$ cat config.mk
export PLATFORM = sky130hd
export DESIGN_NAME = dmem_write_loader
export DESIGN_NICKNAME = d
export VERILOG_FILES = /design/src/rtl/dmem_write_loader.sv
export SDC_FILE = /design/constraint.sdc
export NUM_CORES = 1
export LEC_CHECK = 0
export CAP_MARGIN = 25
export CORE_AREA = 5 5 79 81
export DETAILED_ROUTE_END_ITERATION = 16
export DIE_AREA = 0 0 84 86
export PLACE_DENSITY = 0.86
export SYNTH_ARGS = -nofsm -noshare
export SYNTH_HDL_FRONTEND = slang
export SYNTH_SLANG_ARGS = --single-unit
$ cat constraint.sdc
create_clock -name clk -period 3.4 [get_ports clk]
set_input_delay 0.34 -clock clk [delete_from_list [all_inputs] [get_ports clk]]
set_output_delay 0.34 -clock clk [all_outputs]
set_load 0.01 [all_outputs]
$ cat src/rtl/dmem_write_loader.sv
// Packs a host byte stream (low byte first) into 16-bit words and writes them to consecutive data-memory addresses.
// Optional running word checksum output when DMEM_WRITE_LOADER_CHECKSUM_EN is defined.
module dmem_write_loader #(
    parameter int ADDR_W = 16,
    parameter int DATA_W = 16
) (
    input  logic              clk,
    input  logic              rst_n,
    input  logic              start,
    input  logic [ADDR_W-1:0] base_addr,
    input  logic [15:0]       word_count,
    input  logic              rx_valid,
    input  logic [7:0]        rx_data,
    output logic              rx_ready,
    output logic [ADDR_W-1:0] dmem_addr,
    output logic [DATA_W-1:0] dmem_wdata,
    output logic              dmem_we,
    output logic [1:0]        addr_mux_select,
`ifdef DMEM_WRITE_LOADER_CHECKSUM_EN
    output logic [15:0]       checksum,
`endif
    output logic              busy,
    output logic              done
);

    localparam logic [2:0] S_IDLE  = 3'd0;
    localparam logic [2:0] S_LO    = 3'd1;
    localparam logic [2:0] S_HI    = 3'd2;
    localparam logic [2:0] S_WRITE = 3'd3;
    localparam logic [2:0] S_DONE  = 3'd4;

    logic [2:0]        state_q, state_d;
    logic [ADDR_W-1:0] addr_q, addr_d;
    logic [DATA_W-1:0] wdata_q, wdata_d;
    logic [15:0]       remaining_q, remaining_d;
    logic              rx_hs;

    assign rx_hs = rx_valid && rx_ready;

    always_comb begin
        state_d     = state_q;
        addr_d      = addr_q;
        wdata_d     = wdata_q;
        remaining_d = remaining_q;
        case (state_q)
            S_IDLE: begin
                if (start) begin
                    addr_d      = base_addr;
                    remaining_d = word_count;
                    state_d     = (word_count == 16'd0) ? S_DONE : S_LO;
                end
            end
            S_LO: begin
                if (rx_hs) begin
                    wdata_d[7:0] = rx_data;
                    state_d      = S_HI;
                end
            end
            S_HI: begin
                if (rx_hs) begin
                    wdata_d[15:8] = rx_data;
                    state_d       = S_WRITE;
                end
            end
            S_WRITE: begin
                // Address wraps naturally at the top of the memory.
                addr_d      = addr_q + {{(ADDR_W-1){1'b0}}, 1'b1};
                remaining_d = remaining_q - 16'd1;
                state_d     = (remaining_q == 16'd1) ? S_DONE : S_LO;
            end
            S_DONE:  state_d = S_IDLE;
            default: state_d = S_IDLE;
        endcase
    end

    always_ff @(posedge clk) begin
        if (!rst_n) begin
            state_q     <= S_IDLE;
            addr_q      <= '0;
            wdata_q     <= '0;
            remaining_q <= '0;
        end else begin
            state_q     <= state_d;
            addr_q      <= addr_d;
            wdata_q     <= wdata_d;
            remaining_q <= remaining_d;
        end
    end

`ifdef DMEM_WRITE_LOADER_CHECKSUM_EN
    logic [15:0] checksum_q, checksum_d;

    always_comb begin
        checksum_d = checksum_q;
        if (state_q == S_IDLE && start) begin
            checksum_d = 16'd0;
        end else if (state_q == S_WRITE) begin
            checksum_d = checksum_q + wdata_q[15:0];
        end
    end

    always_ff @(posedge clk) begin
        if (!rst_n) begin
            checksum_q <= 16'd0;
        end else begin
            checksum_q <= checksum_d;
        end
    end

    assign checksum = checksum_q;
`endif

    // Every output is a state decode or a register, so rx_ready never depends on rx_valid.
    assign rx_ready        = (state_q == S_LO) || (state_q == S_HI);
    assign dmem_we         = (state_q == S_WRITE);
    assign addr_mux_select = {1'b0, rx_ready || dmem_we};
    assign busy            = (state_q != S_IDLE);
    assign done            = (state_q == S_DONE);
    assign dmem_addr       = addr_q;
    assign dmem_wdata      = wdata_q;

endmodule
==> results.toml <==
[outcome]
status = "finished clean"

[yosys]
synth_area_sq_um = 2640
ys_seq_elements = 51
ys.flop_type = "dfxtp_1"
synthCells = 325
seq_area_frac_synth_pct = 38.7
synth_cell_types = 53
async_reset_ff_share_pct = 0
synth-edff-count = 0
synth_fp_nets = 372
ys_warn_count = 0
avgSynthCellArea_sq_um = 8.12

[placement]
io_buffers = 80
gp_congestion = 0.849
place.detailed.hpwl_mm = 5.55

[critical_path]
path_class = "reg2out"
start_kind = "flip-flop"
crit_path_end_kind = "output pin"
critical_path_arrival_ns = 1.98
crit_path_max_incr_delay_ns = 0.63
cp.required_ns = 3.06
cpLargestDelayFamily = "buffers and inverters"
startpoint = "state_q[1]$_SDFFE_PN0P_"
critical_path.cell_chain = "nand3b_1, clkinv_1, buf_4, clkdlybuf4s50_1"
r2r_end = "dmem_addr[7]$_SDFFE_PN0P_"
critPathBufInv = 3
rrSetupSlack_ns = 1.27
crit_fanout = 19
critPathSlowestCell = "dfxtp_1"
r2r_cells = 6
r2r-start = "state_q[2]$_SDFFE_PN0P_"

[timing]
worstMarginPinSlew_ns = 0.836
setup_viol = 0
max-slew-margin-rel_pct = 43.9
timing.final.crit_share_pct = 68.4
max_freq_mhz = 430
fin_crit_ns = 2.32
hold_violations = 0
final_max_slew_viol_count = 0
worst_clock_skew_ns = 0.00599
fin_setup_tns_ns = 0
rsz0062_at_grt = "false"

[cells_and_area]
regArea_sq_um = 1020
final_nets = 444
num_antenna_cells = 0
syn2layout_area_growth_pct = 35.8
fillers = 463
final_cell_mix = "clkdlybuf4s50_1 (80), dfxtp_1 (51), nand2_1 (40)"
drive_gt1_share_pct = 5.28
final_common_cell = "clkdlybuf4s50_1"
multiInputGateArea_sq_um = 1510

[floorplan]
die_h_microns = 86
core_area_sq_um = 5410
dieArea_sq_um = 7220
rows = 27
ios = 82
die_x_microns = 84
start_util_pct = 48.8

[cts]
cts_resized = 0
clk_pin_slew_worst_paths_ns = 0.09
clock-sinks = 51
insertion_delay_ns = 0.31
cts_inserted_buffers = 5
cts_buffer_depth = 2
holdBufCountCts = 0
cts_tree = "yes"
postCtsSetupBuffers = 0
root_buffer = "clkbuf_8"
cts_htree_levels = 2

[drt]
wl_mm = 7.86
drtPass1Iterations = 5
remaining_drc_errors = 0
num_vias = 2879
wl_per_cell_microns = 16.7
antenna_left = 0
dr.first_iter.drc_count = 219
viasPerCell = 6.13

[job]
drv_cap = 0

[global_routing]
grt_use_total_pct = 21.4
grt_max_degree = 36
grt_pass1_vias = 2716
overflow = 0
grt_pass1_wl_mm = 12.9
antenna_found_initial = 0

[hold_path]
hp-class = "reg2reg"
hold_depth = 2
hold_end = "dmem_wdata[7]$_SDFFE_PN0P_"
hp-start = "dmem_wdata[7]$_SDFFE_PN0P_"

[pwr]
total_power_mw = 1.45
peakVddDrop_uv = 267
p_leak_nw = 1.21
p_per_area_nw_per_um2 = 405
## sequential cells by signal (all words and copies together), names as in the netlist
signal       cells
remaining_q     16
dmem_addr       16
dmem_wdata      16
state_q          3
## cell families (layout without fill, tap and decap cells)
group,after synthesis,count (layout),synth area share (%)
muxes,13,13,5.12
adders and majority gates,3,3,1.42
AOI/OAI and AO/OA,96,96,24.2
buffers and inverters,28,101,4.22
and+or+nand+nor,131,131,25.5
xor gates and xnor gates,2,2,0.664
DFF,51,51,38.7
other,1,1,0.142
## worst reg2reg max path, cell delays in order (launching register included)
cell      delay, ns
dfxtp_1        0.58
nand3b_1       0.19
clkinv_1       0.07
buf_4          0.20
nor2_1         0.62
o21ai_0        0.22
a21oi_1        0.18
## cell usage after synthesis, types with 2 or more instances
cell type | instances | area, sq um
dfxtp_1 | 51 | 1020
nand2_1 | 40 | 150
a21oi_1 | 30 | 150
nor2_1 | 25 | 93.8
clkbuf_1 | 15 | 56.3
o21ai_0 | 13 | 65.1
nand3_1 | 12 | 60.1
nor4_1 | 11 | 68.8
mux2i_1 | 9 | 90.1
a22oi_1 | 8 | 60.1
nor3_1 | 8 | 40.0
a31oi_1 | 6 | 37.5
inv_1 | 6 | 22.5
a311oi_1 | 5 | 43.8
nand4_1 | 5 | 31.3
and2_1 | 4 | 25.0
and3_1 | 4 | 25.0
mux2_2 | 4 | 45.0
o221ai_1 | 4 | 35.0
o311ai_0 | 4 | 35.0
or3_1 | 4 | 25.0
a211oi_1 | 3 | 22.5
a2bb2oi_1 | 3 | 26.3
a32oi_1 | 3 | 26.3
and4_1 | 3 | 26.3
ha_1 | 3 | 37.5
nand2b_1 | 3 | 18.8
o211ai_1 | 3 | 22.5
o22ai_1 | 3 | 18.8
or4_1 | 3 | 22.5
a21o_1 | 2 | 15.0
buf_1 | 2 | 7.51
buf_2 | 2 | 10.0
clkinv_1 | 2 | 7.51
nor3b_1 | 2 | 15.0
o32a_1 | 2 | 20.0
or4b_2 | 2 | 20.0
## layer usage
metal  up-vias  global-route usage, %  routed length (microns)
met2       158                   37.5                     3710
met3        10                   7.30                      859
li1       1368                      -                        -
met1      1343                   25.7                     3220
met5         -                      0                        0
met4         0                   4.39                       73
## worst max path at each step
stage | to | cells past startpoint
3_5_place_dp | remaining_q[4]$_SDFFE_PN0P_ | 5
2_1_floorplan | remaining_q[14]$_SDFFE_PN0P_ | 6
5_1_grt | dmem_we | 4
4_1_cts | dmem_we | 4
3_3_place_gp | remaining_q[8]$_SDFFE_PN0P_ | 5
6_report | dmem_we | 4
## layout make-up
cell class	instances	area share, %
multi-input combinational	246	42.3
sequential	51	28.5
timing repair buffer	85	23.4
tap	72	2.51
clock buffer	5	1.92
inverter	8	0.838
clock inverter	3	0.559
## stage by stage
stage | utilization (%) | cells | hold WS (ns) | instance area, sq um | setup slack [ns]
final | 66.3 | 470 | 0.458 | 3580 | 1.08
after detailed placement | 64.6 | 462 | 0.446 | 3490 | 1.02
after global routing | 66.3 | 470 | 0.481 | 3580 | 0.936
after CTS | 66.3 | 470 | 0.459 | 3580 | 1.06
after global placement | 64.6 | 462 | 0.441 | 3490 | 1.09
after floorplan | - | 325 | 0.464 | 2640 | 1.52
## where the power goes
| group | switching [mW] | leakage (nW) | total, mW | internal, mW |
|---|---|---|---|---|
| Combinational | 0.197 | 0.749 | 0.389 | 0.192 |
| Clock | 0.212 | 0.0402 | 0.355 | 0.144 |
| Sequential | 0.0607 | 0.418 | 0.705 | 0.644 |
| Total | 0.470 | 1.21 | 1.45 | 0.980 |
(Power assumes the default switching activity.)
